--- config.mk ---
export PLATFORM = sky130hd
export DESIGN_NAME = timer_nbit_v2
export DESIGN_NICKNAME = d
export VERILOG_FILES = /design/src/rtl/timer_nbit_v2.sv
export SDC_FILE = /design/constraint.sdc
export NUM_CORES = 1
export LEC_CHECK = 0
export BUFFER_PORTS_ARGS = -buffer_cell sky130_fd_sc_hd__buf_2
export CORE_ASPECT_RATIO = 1.25
export CORE_MARGIN = 5
export CORE_UTILIZATION = 35
export DETAILED_ROUTE_END_ITERATION = 12
export GPL_ROUTABILITY_DRIVEN = 1
export PLACE_DENSITY_LB_ADDON = 0.2
export SETUP_SLACK_MARGIN = 0.5
export SYNTH_ARGS = -nofsm -noshare
export SYNTH_HDL_FRONTEND = slang
export SYNTH_SLANG_ARGS = --single-unit
--- constraint.sdc ---
create_clock -name sys_clk -period 3.6 [get_ports sys_clk]
set_input_delay 0 -clock sys_clk [delete_from_list [all_inputs] [get_ports sys_clk]]
set_output_delay 0 -clock sys_clk [all_outputs]
set_load 0.005 [all_outputs]
--- src/rtl/timer_nbit_v2.sv ---
// N-bit timer with prescaler, period reload, up/down counting, one-shot mode and
// NUM_CH match channels. Define TMR_PWM_OUT_EN to add the registered pwm_out port.
module timer_nbit_v2 #(
  parameter int N      = 32,
  parameter int NUM_CH = 4,
  parameter int PSC_W  = 8
) (
  input  logic                sys_clk,
  input  logic                sys_rst,
  input  logic                sys_clk_en,
  input  logic                tmr_on,
  input  logic                tmr_start,
  input  logic                tmr_stop,
  input  logic                tmr_rst,
  input  logic                tmr_ld,
  input  logic [N-1:0]        tmr_ld_val,
  input  logic [N-1:0]        tmr_period,
  input  logic                tmr_dir,
  input  logic                tmr_one_shot,
  input  logic [PSC_W-1:0]    tmr_psc,
  input  logic [NUM_CH*N-1:0] ch_match_val,
  input  logic [NUM_CH-1:0]   ch_match_en,
  input  logic                ovf_en,
  output logic [N-1:0]        tmr_value,
  output logic                tmr_running,
  output logic [NUM_CH-1:0]   match_event,
`ifdef TMR_PWM_OUT_EN
  output logic [NUM_CH-1:0]   pwm_out,
`endif
  output logic                ovf_event
);

  logic [N-1:0]      r_value;
  logic              r_running;
  logic [PSC_W-1:0]  r_psc;
  logic [NUM_CH-1:0] r_match;
  logic              r_ovf;

  logic              w_active;
  logic              w_tick;
  logic              w_tick_ok;
  logic [N:0]        w_step;
  logic              w_term;
  logic [N-1:0]      w_val_nxt;
  logic              w_run_nxt;
  logic [PSC_W-1:0]  w_psc_nxt;
  logic [NUM_CH-1:0] w_match_nxt;
  logic              w_ovf_nxt;

  // Returns {terminal, next value} for one tick; up mode also wraps at all-ones.
  function automatic logic [N:0] f_step(input logic [N-1:0] val,
                                        input logic [N-1:0] per,
                                        input logic         dn);
    logic [N:0] res;
    if (!dn) begin
      if (val == per || val == {N{1'b1}}) res = {1'b1, {N{1'b0}}};
      else                                res = {1'b0, val + N'(1)};
    end else begin
      if (val == '0) res = {1'b1, per};
      else           res = {1'b0, val - N'(1)};
    end
    return res;
  endfunction

  assign w_active  = sys_clk_en & tmr_on;
  assign w_tick    = w_active & r_running & (r_psc == tmr_psc);
  // A tick coinciding with rst/ld is discarded entirely, including its events.
  assign w_tick_ok = w_tick & ~tmr_rst & ~tmr_ld;
  assign w_step    = f_step(r_value, tmr_period, tmr_dir);
  assign w_term    = w_step[N];

  always_comb begin
    w_val_nxt   = r_value;
    w_psc_nxt   = r_psc;
    w_run_nxt   = r_running;
    w_match_nxt = '0;
    w_ovf_nxt   = 1'b0;

    if (tmr_rst)        w_val_nxt = '0;
    else if (tmr_ld)    w_val_nxt = tmr_ld_val;
    else if (w_tick)    w_val_nxt = w_step[N-1:0];

    if (tmr_start | tmr_rst | tmr_ld | w_tick) w_psc_nxt = '0;
    else if (w_active & r_running)             w_psc_nxt = r_psc + PSC_W'(1);

    if (tmr_stop)                                   w_run_nxt = 1'b0;
    else if (tmr_start)                             w_run_nxt = 1'b1;
    else if (w_tick_ok & w_term & tmr_one_shot)     w_run_nxt = 1'b0;

    w_ovf_nxt = w_tick_ok & w_term & ovf_en;
    for (int i = 0; i < NUM_CH; i++) begin
      w_match_nxt[i] = w_tick_ok & ch_match_en[i] &
                       (w_step[N-1:0] == ch_match_val[i*N +: N]);
    end
  end

  always_ff @(posedge sys_clk or posedge sys_rst) begin
    if (sys_rst) begin
      r_value   <= '0;
      r_running <= 1'b0;
      r_psc     <= '0;
      r_match   <= '0;
      r_ovf     <= 1'b0;
    end else begin
      r_value   <= w_val_nxt;
      r_running <= w_run_nxt;
      r_psc     <= w_psc_nxt;
      r_match   <= w_match_nxt;
      r_ovf     <= w_ovf_nxt;
    end
  end

`ifdef TMR_PWM_OUT_EN
  logic [NUM_CH-1:0] r_pwm;
  logic [NUM_CH-1:0] w_pwm_nxt;

  // PWM tracks the value being registered this edge so it lines up with tmr_value.
  always_comb begin
    w_pwm_nxt = '0;
    for (int i = 0; i < NUM_CH; i++) begin
      if (tmr_dir) w_pwm_nxt[i] = w_run_nxt & (w_val_nxt > ch_match_val[i*N +: N]);
      else         w_pwm_nxt[i] = w_run_nxt & (w_val_nxt < ch_match_val[i*N +: N]);
    end
  end

  always_ff @(posedge sys_clk or posedge sys_rst) begin
    if (sys_rst) r_pwm <= '0;
    else         r_pwm <= w_pwm_nxt;
  end

  assign pwm_out = r_pwm;
`endif

  assign tmr_value   = r_value;
  assign tmr_running = r_running;
  assign match_event = r_match;
  assign ovf_event   = r_ovf;

endmodule

-- After elaboration in Yosys (flattened, before gate mapping)
Cells that the tools add are included.
- bitwise gates (word level): 21
- multiplexer cells: 11
- shift-type cells: 0
- reduce and logical (&&, ||, !) cells: 5
- $mul: 0
- add/subtract/negate cells: 3
- $lt $le $gt $ge: 0
- equality and inequality tests: 7
- divide/modulo/power cells: 0
- operator list (operator ; number):
    32-bit == test ; 5
    33-bit 2-to-1 mux ; 3
    32-bit 2-to-1 mux ; 3
    32-bit by 1-bit adder with 32-bit output (second input constant) ; 1
    32-bit == test (second input constant) ; 1
    32-bit logical NOT ; 1
    32-bit by 1-bit subtractor with 32-bit output (second input constant) ; 1
    1-bit AND ; 16
    8-bit 2-to-1 mux ; 2
    8-bit by 1-bit adder with 8-bit output (second input constant) ; 1
    8-bit == test ; 1
    3-bit nonzero test ; 2
    1-bit 2-to-1 mux ; 3
    1-bit bitwise OR ; 3
    1-bit NOT ; 2
    2-bit nonzero test ; 1
    1-bit logical OR ; 1
- ROM bits: 0
- memories kept: 0
- input bits: 215
- output and inout bits: 38
- memory bits (writable): 0
- logic and storage cells: 52
- flip-flop bits (word level): 46
- bits in latches: 0

-- Logic depth before layout (Yosys ltp)
Gate-level depths: netlist of run 1.
- word-level depth: 10
- gate-level depth with buffers: 14
- depth with buffers taken out: 12

-- Worst setup path after synthesis of run 1
No wires, ideal clock.
- path kind: register -> register
- from: register r_value[0] (netlist: tmr_value[0])
- to: register r_match[2] (netlist: match_event[2])
- buffers on the path: 2
- path slack: 0.380 ns
- required time: 3.504 ns
- library setup time: 0.096 ns
- clock period less this slack: 3.220 ns
- stages on the path, launching flop included: 13
- data arrival time: 3.125 ns
- cell sequence: dfrtp_1 buf_2 nor4_2 nand4_1 clkbuf_1 nor3_1 xor2_1 mux2i_1 o22ai_1 xor2_1 a2111oi_0 nand3_1 nor4_2
- cells in the longest elaborated chain, start to end: 6
- elaborated cells on any way between the ends: 11
- classes of those cells: add/sub: 2; eq/ne: 3; mux: 3; bitwise: 1; reduce/logical: 2
- ends and longest elaborated chain (item ; RTL line ; RTL):
    start: declaration ; 33 ; logic [N-1:0] r_value;
    start signal: assignment ; 105 ; r_value <= w_val_nxt;
    parallel branches: the longest is 3 deep, another holds 32-bit by 1-bit adder with 32-bit output ; -- ;
    33-bit 2-to-1 mux (*) ; 55 ; if (!dn) begin
    32-bit == test (*) ; 93 ; (w_step[N-1:0] == ch_match_val[i*N +: N]);
    1-bit AND (*) ; 92 ; w_match_nxt[i] = w_tick_ok & ch_match_en[i] &
    named net w_match_nxt[2] ; 47 ; logic [NUM_CH-1:0] w_match_nxt;
    end signal: assignment ; 108 ; r_match <= w_match_nxt;
    end: declaration ; 36 ; logic [NUM_CH-1:0] r_match;
Mark *: on every way through the listed nets, which the timed path passes.
A chain may end at the register's enable or synchronous reset.

-- Worst setup path after layout of run 1
- from: register r_value[15] (netlist: tmr_value[15])
- to: register r_match[1] (netlist: match_event[1])
Same word-level chain as after synthesis.

==> metrics, run 1 <==
status=complete, no violations; Post-DRT Antenna Nets=0; Setup Skew=0.0132 ns; DRC=0; Reg clk slew, reported paths=0.08 ns; Power Dens Cells=234 nW/µm²; FF+latch count, synth=46; chip height=168 µm; share of cells above drive strength 1=43.3%; routed wire length per instance=25.2 µm; CTS tree=yes; Via density=5.75; Startpoint Class=register; peak fanout along the critical path=5; yosys warns=0; Tmin final=3.34 ns; # fillers=1989; CP Class=reg2reg; total die area=23000 µm²; Max-cap violations=0; Total Power=0.00258 W; number of global-route vias before repair=9143; number of clock sinks=46; placement row count=58; Least-Margin Pin Slew=0.709 ns; CTS Buf Count=5; Final Net Count=1574; drt pass-1 iters=5; number of flops mapped to enable cells by yosys=0; CP required=3.82 ns; Primary FF master, synth=dfrtp_1; Via Count=9352; sequential-to-total area share from yosys stat=16.4%; global-route wire length before repair=58700 µm; global route overflow=0; LEAKAGE=4.66 nW; Setup TNS=0 ns; Avg Cell Area, Syn=7.52 µm²; drt total wl=41000 µm; die span in x=137 µm; Mapped Cells=934; max-slew violations=0; Placeable Area=20000 µm²; Crit. End Element=register; area delta synth->final=56.6%; final number of setup-violating endpoints=0; gr usage total=34.2%; Tcrit/Tclk final=92.8%; async set or reset register ratio after synthesis=100%; Post-Syn Nets=1153; H-tree depth=2; CTS max path bufs=2; Hold Crit Class=in2reg; Post-Syn Area=7020 µm²; clk root buf=clkbuf_16; RSZ-0062 raised after global routing=yes; final hold viol count=0; worst vdd ir=0.000239 V; CP arrival=3.56 ns; Buffers on Ports=252; RePlAce Congestion=1.01; Fmax=299 MHz; Ports=253; Cell variety after synth=81; DR iter-0 viols=1080; n_diodes=0; largest net degree at the start of global routing=65; Post-DP HPWL=33000 µm; Worst-Skew Late Latency=0.31 ns; Slew headroom=52.7%; initial antenna violation count=2; Initial Util=35.2%
==> through the flow <==
step	worst slack (ns)	hold slack [ns]	instance area (µm²)	std cells	util (%)
finish	0.260	0.0245	11000	1626	55.1
global route	0.159	0.0410	11000	1626	55.1
CTS	0.214	0.0112	10400	1595	52.3
detailed placement	-0.283	0.161	9460	1530	47.4
global placement	-0.203	0.155	9460	1530	47.4
floorplan	0.426	0.0664	7050	934	-
==> critical path, stage by stage (launching register included) <==
cell and delay [ns]:
dfrtp_2 0.44, and4_2 0.30, nand4_1 0.22, or4_4 0.49, or2_4 0.35, nand2_4 0.18, o22ai_2 0.14, buf_4 0.20
xor2_1 0.14, nor4_1 0.26, nand4_1 0.19, nor4_2 0.32
==> registers in the layout, summed over array words and instances, names as in the netlist <==
name         flops
tmr_running      1
ovf_event        1
match_event      4
r_psc            8
tmr_value       32
==> cell families (layout without fill, tap and decap cells) <==
logic type | count (synthesis) | in the layout | share of synthesized area (%)
xor gates and xnor gates | 185 | 185 | 23.1
muxes | 24 | 24 | 3.48
AOI/OAI and AO/OA | 207 | 207 | 21.7
buffers and inverters | 92 | 513 | 6.08
adders and majority gates | 4 | 4 | 0.713
and+or+nand+nor | 376 | 377 | 28.6
DFF | 46 | 46 | 16.4
==> layer usage <==
metal  wire [µm]  track usage, %  up-vias  part of all wire, %
met5          13               0        -                0.032
met4        1820            13.2        2                  4.4
met3        3660            5.71       91                  8.9
met2       19400            55.8      559                   47
met1       16100            45.0     4449                   39
li1            -               -     4251                    -
==> worst paths after layout <==
| kind | from | to | slack [ns] | cells after the start |
|---|---|---|---|---|
| min in group asynchronous | sys_rst | tmr_value[19] | 0.42 | 4 |
| max reg2reg | tmr_value[15] | match_event[1] | 0.26 | 11 |
| min reg2reg | tmr_running | tmr_running | 0.54 | 2 |
| max | tmr_value[15] | match_event[1] | 0.26 | 11 |
| max in group asynchronous | sys_rst | tmr_value[12] | 2.64 | 4 |
| min | ch_match_val[78] | match_event[2] | 0.02 | 4 |
==> synth_stat cells, types with 4 or more instances <==
cell type  count  share of area (%)
and2_1         5               0.45
nand2_1       54                2.9
or3_1          9               0.80
nand2b_1       4               0.36
and3_1        11               0.98
a21oi_1       61                4.3
or4_1         13                1.4
nor3_1        26                1.9
ha_1           4               0.71
buf_4          8               0.86
dfrtp_1       46                 16
o31ai_1        7               0.75
xnor2_1      120                 15
xor2_1        65                8.1
a31oi_1        8               0.71
nor4_1        24                2.1
and4_1         9                1.1
nand3_1       29                2.1
a211oi_1      26                2.8
o21ai_0       24                1.7
clkbuf_1      37                2.0
mux2i_1       21                3.0
nor4_2         6                1.1
nand4_1       43                3.8
inv_1         16               0.86
a22oi_1        4               0.43
a2111oi_0      5               0.62
o21a_1         4               0.43
nor2_1       120                6.4
o22ai_1        8               0.71
o21ai_1        5               0.36
o2111ai_1      5               0.62
buf_2         26                1.9
==> report_power, final <==
part           internal (W)  switching [W]
sequential         0.000537      0.0000355
combinational      0.000652       0.000767
clock              0.000331       0.000254
total               0.00152        0.00106
==> cell usage in the layout, fill, tap and decap left out, types with 7 or more instances in the layout <==
cell and n:
a211oi_1 25, a21oi_1 58, and3_1 10, buf_12 8
buf_2 252, buf_4 182, buf_6 10, dfrtp_1 31
dfrtp_2 15, dlygate4sd3_1 36, inv_1 14, mux2i_1 20
nand2_1 52, nand3_1 24, nand4_1 43, nor2_1 118
nor3_1 22, nor4_1 13, nor4_2 13, o21ai_0 19
o21ai_1 10, o22ai_1 7, or3_1 7, or4_1 8
or4_4 7, xnor2_1 115, xor2_1 63
==> cell type report <==
cell class	count	area, µm²	share of cell area, %
sequential	46	1170	10.6
timing repair buffer	489	3290	29.9
clock inverter	3	43.8	0.398
inverter	16	60.1	0.546
tap	270	338	3.07
multi-input combinational	797	5970	54.3
clock buffer	5	125	1.14
==> what timing repair did <==
action	in CTS	in global routing
endpoints found under the hold margin	80	0
gates resized for setup	66	62
buffers inserted	20	30
hold buffers	36	0
pin swaps	19	30
gates cloned	1	1
endpoints found under the setup margin	15	14
Power figures use the tool's default switching activity.
==> run 2: changes to the inputs <==
==> constraint.sdc (replaced) <==
create_clock -name sys_clk -period 3.9 [get_ports sys_clk]
set_input_delay 0 -clock sys_clk [delete_from_list [all_inputs] [get_ports sys_clk]]
set_output_delay 0 -clock sys_clk [all_outputs]
set_load 0.005 [all_outputs]
==> metrics, run 2 (synthesized netlist as in run 1, its figures left out) <==
setup slack, reg-to-reg=0.50 ns; status=complete, no violations; placement row count=58; Final Net Count=1547; number of global-route vias before repair=9251; Power Dens Cells=215 nW/µm²; final hold viol count=0; global route overflow=0; Sw Pwr=0.000987 W; die span in x=137 µm; largest net degree at the start of global routing=65; total area of sequential cells=1160 µm²; Startpoint Class=register; CTS Buf Count=5; LEAKAGE=4.45 nW; drt total wl=42200 µm; Hold Crit Class=in2reg; CP Class=reg2reg; CP arrival=3.63 ns; Comb pwr share=56.2%; Via Count=9430; RSZ-0062 raised after global routing=yes; Place WS=-0.0347 ns; initial antenna violation count=0; Max-cap violations=0; number of clock sinks=46; Worst-Skew Late Latency=0.32 ns; final number of setup-violating endpoints=0; # fillers=2009; Net Sw Frac=42.9%; CTS max path bufs=2; gr usage total=35.3%; Slew headroom=52.9%; Placeable Area=20000 µm²; Least-Margin Pin Slew=0.706 ns; Ports=253; commonest non-fill, non-tap cell in the layout=buf_2; Post-DP HPWL=33600 µm; Clock power frac=21.0%; Reg power frac=22.8%; drt pass-1 iters=5; Internal=0.00131 W; DR iter-0 viols=1342; RePlAce Congestion=1.02; routed wire length per instance=26.4 µm; share of cells above drive strength 1=41.2%; Area after DPL=9310 µm²; n_diodes=0; global-route wire length before repair=60100 µm; Fmax=294 MHz; total die area=23000 µm²; Final WS setup=0.499 ns; clk root buf=clkbuf_16; Setup Skew=0.0123 ns; Via density=5.90; worst vdd ir=0.000169 V; area delta synth->final=52.0%; Reg clk slew, reported paths=0.08 ns; Tcrit/Tclk final=87.2%; most frequent cells in the layout=buf_2 (252), buf_4 (158), xnor2_1 (118); CP required=4.13 ns; max-slew violations=0; H-tree depth=2; Post-DRT Antenna Nets=0; post-route cell area=10700 µm²; chip height=168 µm; Buffers on Ports=252; multi-input logic area=5900 µm²; Initial Util=35.2%; Crit. End Element=register; CTS tree=yes; peak fanout along the critical path=6; DRC=0; max FFs per register=32; Tmin final=3.40 ns
## run 2: per-stage QoR
stage | setup TNS [ns] | hold WS (ns) | instances | power [W] | utilization, %
after floorplan | 0 | 0.0664 | 934 | 0.00110 | -
after global placement | 0 | 0.152 | 1513 | 0.00165 | 46.6
after detailed placement | -0.0354 | 0.155 | 1513 | 0.00163 | 46.6
after CTS | 0 | 0.00666 | 1573 | 0.00220 | 51.1
after global routing | 0 | 0.0251 | 1599 | 0.00238 | 53.5
final | 0 | 0.0243 | 1599 | 0.00230 | 53.5
## run 2: critical path: stages, from the launching register on
cell and delay (ns):
dfrtp_1 0.41, buf_4 0.21, and3_1 0.20, nand4_1 0.15, or4_4 0.63, and2_4 0.22, buf_4 0.18, a21oi_1 0.17
o221ai_1 0.23, a2111oi_4 0.37, buf_4 0.16, nand3_1 0.12, nor4_2 0.26
## run 2: power by group through the flow
stage,registers (W),clock network [W],logic [W]
after floorplan,0.000519,0,0.000576
after global placement,0.000530,0,0.00112
after detailed placement,0.000531,0,0.00110
after CTS,0.000522,0.000485,0.00120
after global routing,0.000525,0.000497,0.00136
final,0.000523,0.000482,0.00129
## run 2: final timing paths
| check | startpoint | end | depth (start not counted) |
|---|---|---|---|
| worst max-delay path | tmr_value[17] | match_event[0] | 12 |
| worst min-delay path | ch_match_val[78] | match_event[2] | 4 |
| worst max register to register | tmr_value[17] | match_event[0] | 12 |
| worst min register to register | r_psc[7] | r_psc[7] | 2 |
| max in group asynchronous | sys_rst | tmr_value[15] | 4 |
| min in group asynchronous | sys_rst | tmr_value[31] | 4 |
## run 2: final cells by class
cell class	count	area share, %
Multi-Input combinational cell	797	55.3
Timing Repair Buffer	462	28.7
Sequential cell	46	10.9
Tap cell	270	3.17
Clock buffer	5	1.17
Inverter	16	0.563
Clock inverter	3	0.211
## run 2: per-layer routing
layer	vias to the layer above	wire length (µm)	global-route usage, %
met4	0	2560	19.0
met3	135	3850	6.04
li1	4203	-	-
met1	4483	16200	45.7
met5	-	0	0
met2	609	19600	55.5
## run 2: what timing repair did
action / 4_1_cts / 5_1_grt
endpoints found under the hold margin: 80 / 0
gates cloned: 0 / 1
pin swaps: 10 / 34
setup buffers: 16 / 25
setup endpoints to repair: 9 / 7
hold buffers: 36 / 0
resized for setup: 49 / 60
==> run 3: changes to the inputs <==
--- a/config.mk
+++ b/config.mk
@@ -11,8 +11,8 @@
 export CORE_UTILIZATION = 35
 export DETAILED_ROUTE_END_ITERATION = 12
 export GPL_ROUTABILITY_DRIVEN = 1
-export PLACE_DENSITY_LB_ADDON = 0.2
-export SETUP_SLACK_MARGIN = 0.5
+export PLACE_DENSITY_LB_ADDON = 0.08
+export SETUP_SLACK_MARGIN = 0.3
 export SYNTH_ARGS = -nofsm -noshare
 export SYNTH_HDL_FRONTEND = slang
 export SYNTH_SLANG_ARGS = --single-unit
==> metrics, run 3 (synthesized netlist as in run 1, its figures left out) <==
worst stage delay on the critical path=0.52 ns; Tcrit/Tclk final=91.5%; Hold Crit Class=in2reg; clk root buf=clkbuf_16; Clock power frac=22.0%; Crit. End Element=register; share of cells above drive strength 1=36.9%; Via density=5.82; Power Dens Cells=218 nW/µm²; Setup Skew=0.00788 ns; RePlAce Congestion=1.08; Post-DP HPWL=32700 µm; initial antenna violation count=1; final hold viol count=0; Final Net Count=1514; RSZ-0062 raised after global routing=yes; Buffers on Ports=252; Slew headroom=54.8%; most frequent cells in the layout=buf_2 (252), buf_4 (130), nor2_1 (120); CP required=4.15 ns; Least-Margin Pin Slew=0.677 ns; DRC=0; Worst-Skew Late Latency=0.31 ns; Comb pwr share=54.4%; Reg clk slew, reported paths=0.08 ns; gr usage total=33.9%; LEAKAGE=4.26 nW; routed wire length per instance=25.8 µm; area delta synth->final=44.2%; R2R depth=13; CP arrival=3.81 ns; worst vdd ir=0.000167 V; final number of setup-violating endpoints=0; Worst path most repeated cell=buf_4; placement row count=58; global route overflow=0; global-route wire length before repair=58100 µm; Max-cap violations=0; CTS max path bufs=2; Ports=253; CTS tree=yes; largest net degree at the start of global routing=65; Tmin final=3.57 ns; H-tree depth=2; Net Sw Frac=42.1%; Post-DRT Antenna Nets=0; status=complete, no violations; number of clock sinks=46; peak fanout along the critical path=7; DR iter-0 viols=831; Internal=0.00128 W; slowest CP cell=or4_4; total die area=23000 µm²; max-slew violations=0; Placeable Area=20000 µm²; drt total wl=40400 µm; Sw Pwr=0.000930 W; max FFs per register=32; Place WS=0.142 ns; CP Class=reg2reg; chip height=168 µm; die span in x=137 µm; commonest non-fill, non-tap cell in the layout=buf_2; number of global-route vias before repair=9122; Via Count=9122; drt pass-1 iters=5; Final WS setup=0.333 ns; Stages on worst setup path=13; Initial Util=35.2%; CP cell instances=buf_4, buf_4, and3_1, nand4_1, or4_4, a21boi_0, o2bb2ai_1, buf_6, xor2_1, a2111oi_2, nand2_1, nor4b_4, and4_1; Buf/Inv on CP=3; Reg power frac=23.6%; Setup TNS=0 ns; hold path cells=4; family with the most delay on the worst path=simple AND/OR/NAND/NOR gates; CTS Buf Count=5; Startpoint Class=register; Fmax=280 MHz
run 3: cell types whose count changed in the layout (fill, tap and decap cells not counted), moves of 3 or more:
cell     previous run  this run
and4_1              5         9
buf_12              8         4
buf_4             158       130
nand3_2             2         6
nor2_1            116       120
nor2_2              4         0
nor3_1             22        25
nor4_1             16        20
nor4_2             11         7
nor4b_2             3         0
o21ai_2             4         1
run 3: worst paths after layout:
check / endpoint / startpoint / slack [ns]
setup reg to reg: match_event[3] / tmr_value[26] / 0.33
max in group asynchronous: tmr_value[10] / sys_rst / 2.99
hold reg to reg: r_psc[7] / r_psc[7] / 0.57
min in group asynchronous: tmr_value[24] / sys_rst / 0.41
setup / recovery: match_event[3] / tmr_value[26] / 0.33
hold / removal: match_event[0] / ch_match_val[23] / 0.02
run 3: power by group through the flow:
stage | clock (W) | combinational, W | sequential [W]
floorplan | 0 | 0.000576 | 0.000519
global placement | 0 | 0.00110 | 0.000529
detailed placement | 0 | 0.00109 | 0.000530
CTS | 0.000494 | 0.00114 | 0.000520
global route | 0.000508 | 0.00126 | 0.000523
finish | 0.000485 | 0.00120 | 0.000520
run 3: timing repair:
action / in CTS / in global routing
setup endpoints to repair: 3 / 4
hold endpoints to repair: 80 / 0
hold buffers: 36 / 0
gates resized for setup: 11 / 43
pin swaps: 9 / 16
setup buffers: 10 / 8
run 3: per-stage QoR:
stage,total power (W),area (µm²),utilization [%],hold WS [ns],cells
after detailed placement,0.00162,9240,46.3,0.152,1504
final,0.00221,10100,50.7,0.0199,1567
after global routing,0.00230,10100,50.7,0.0359,1567
after global placement,0.00163,9240,46.3,0.152,1504
after CTS,0.00216,9880,49.5,0.0115,1558
after floorplan,0.00110,7020,-,0.0664,934
run 3: metal layers:
layer  vias up  global-route usage (%)  share of wire [%]
met5         -                       0                  0
met4         0                    12.8                4.5
met3        96                    4.57                7.9
met2       475                    54.8                 47
met1      4430                    45.7                 41
li1       4121                       -                  -
run 3: tightest hold or removal path, cell delays in order:
cell	delay (ns)
buf_2	0.09
xor2_1	0.06
o2111ai_1	0.09
nor4_1	0.06
run 3: final cells by class:
class                      instances  area [µm²]
clock buffer                       6         139
sequential                        46        1160
fill                            2047        9830
timing repair buffer             430        2770
tap                              270         338
clock inverter                     2        16.3
multi-input combinational        796        5640
inverter                          16        60.1
antenna                            1        2.50
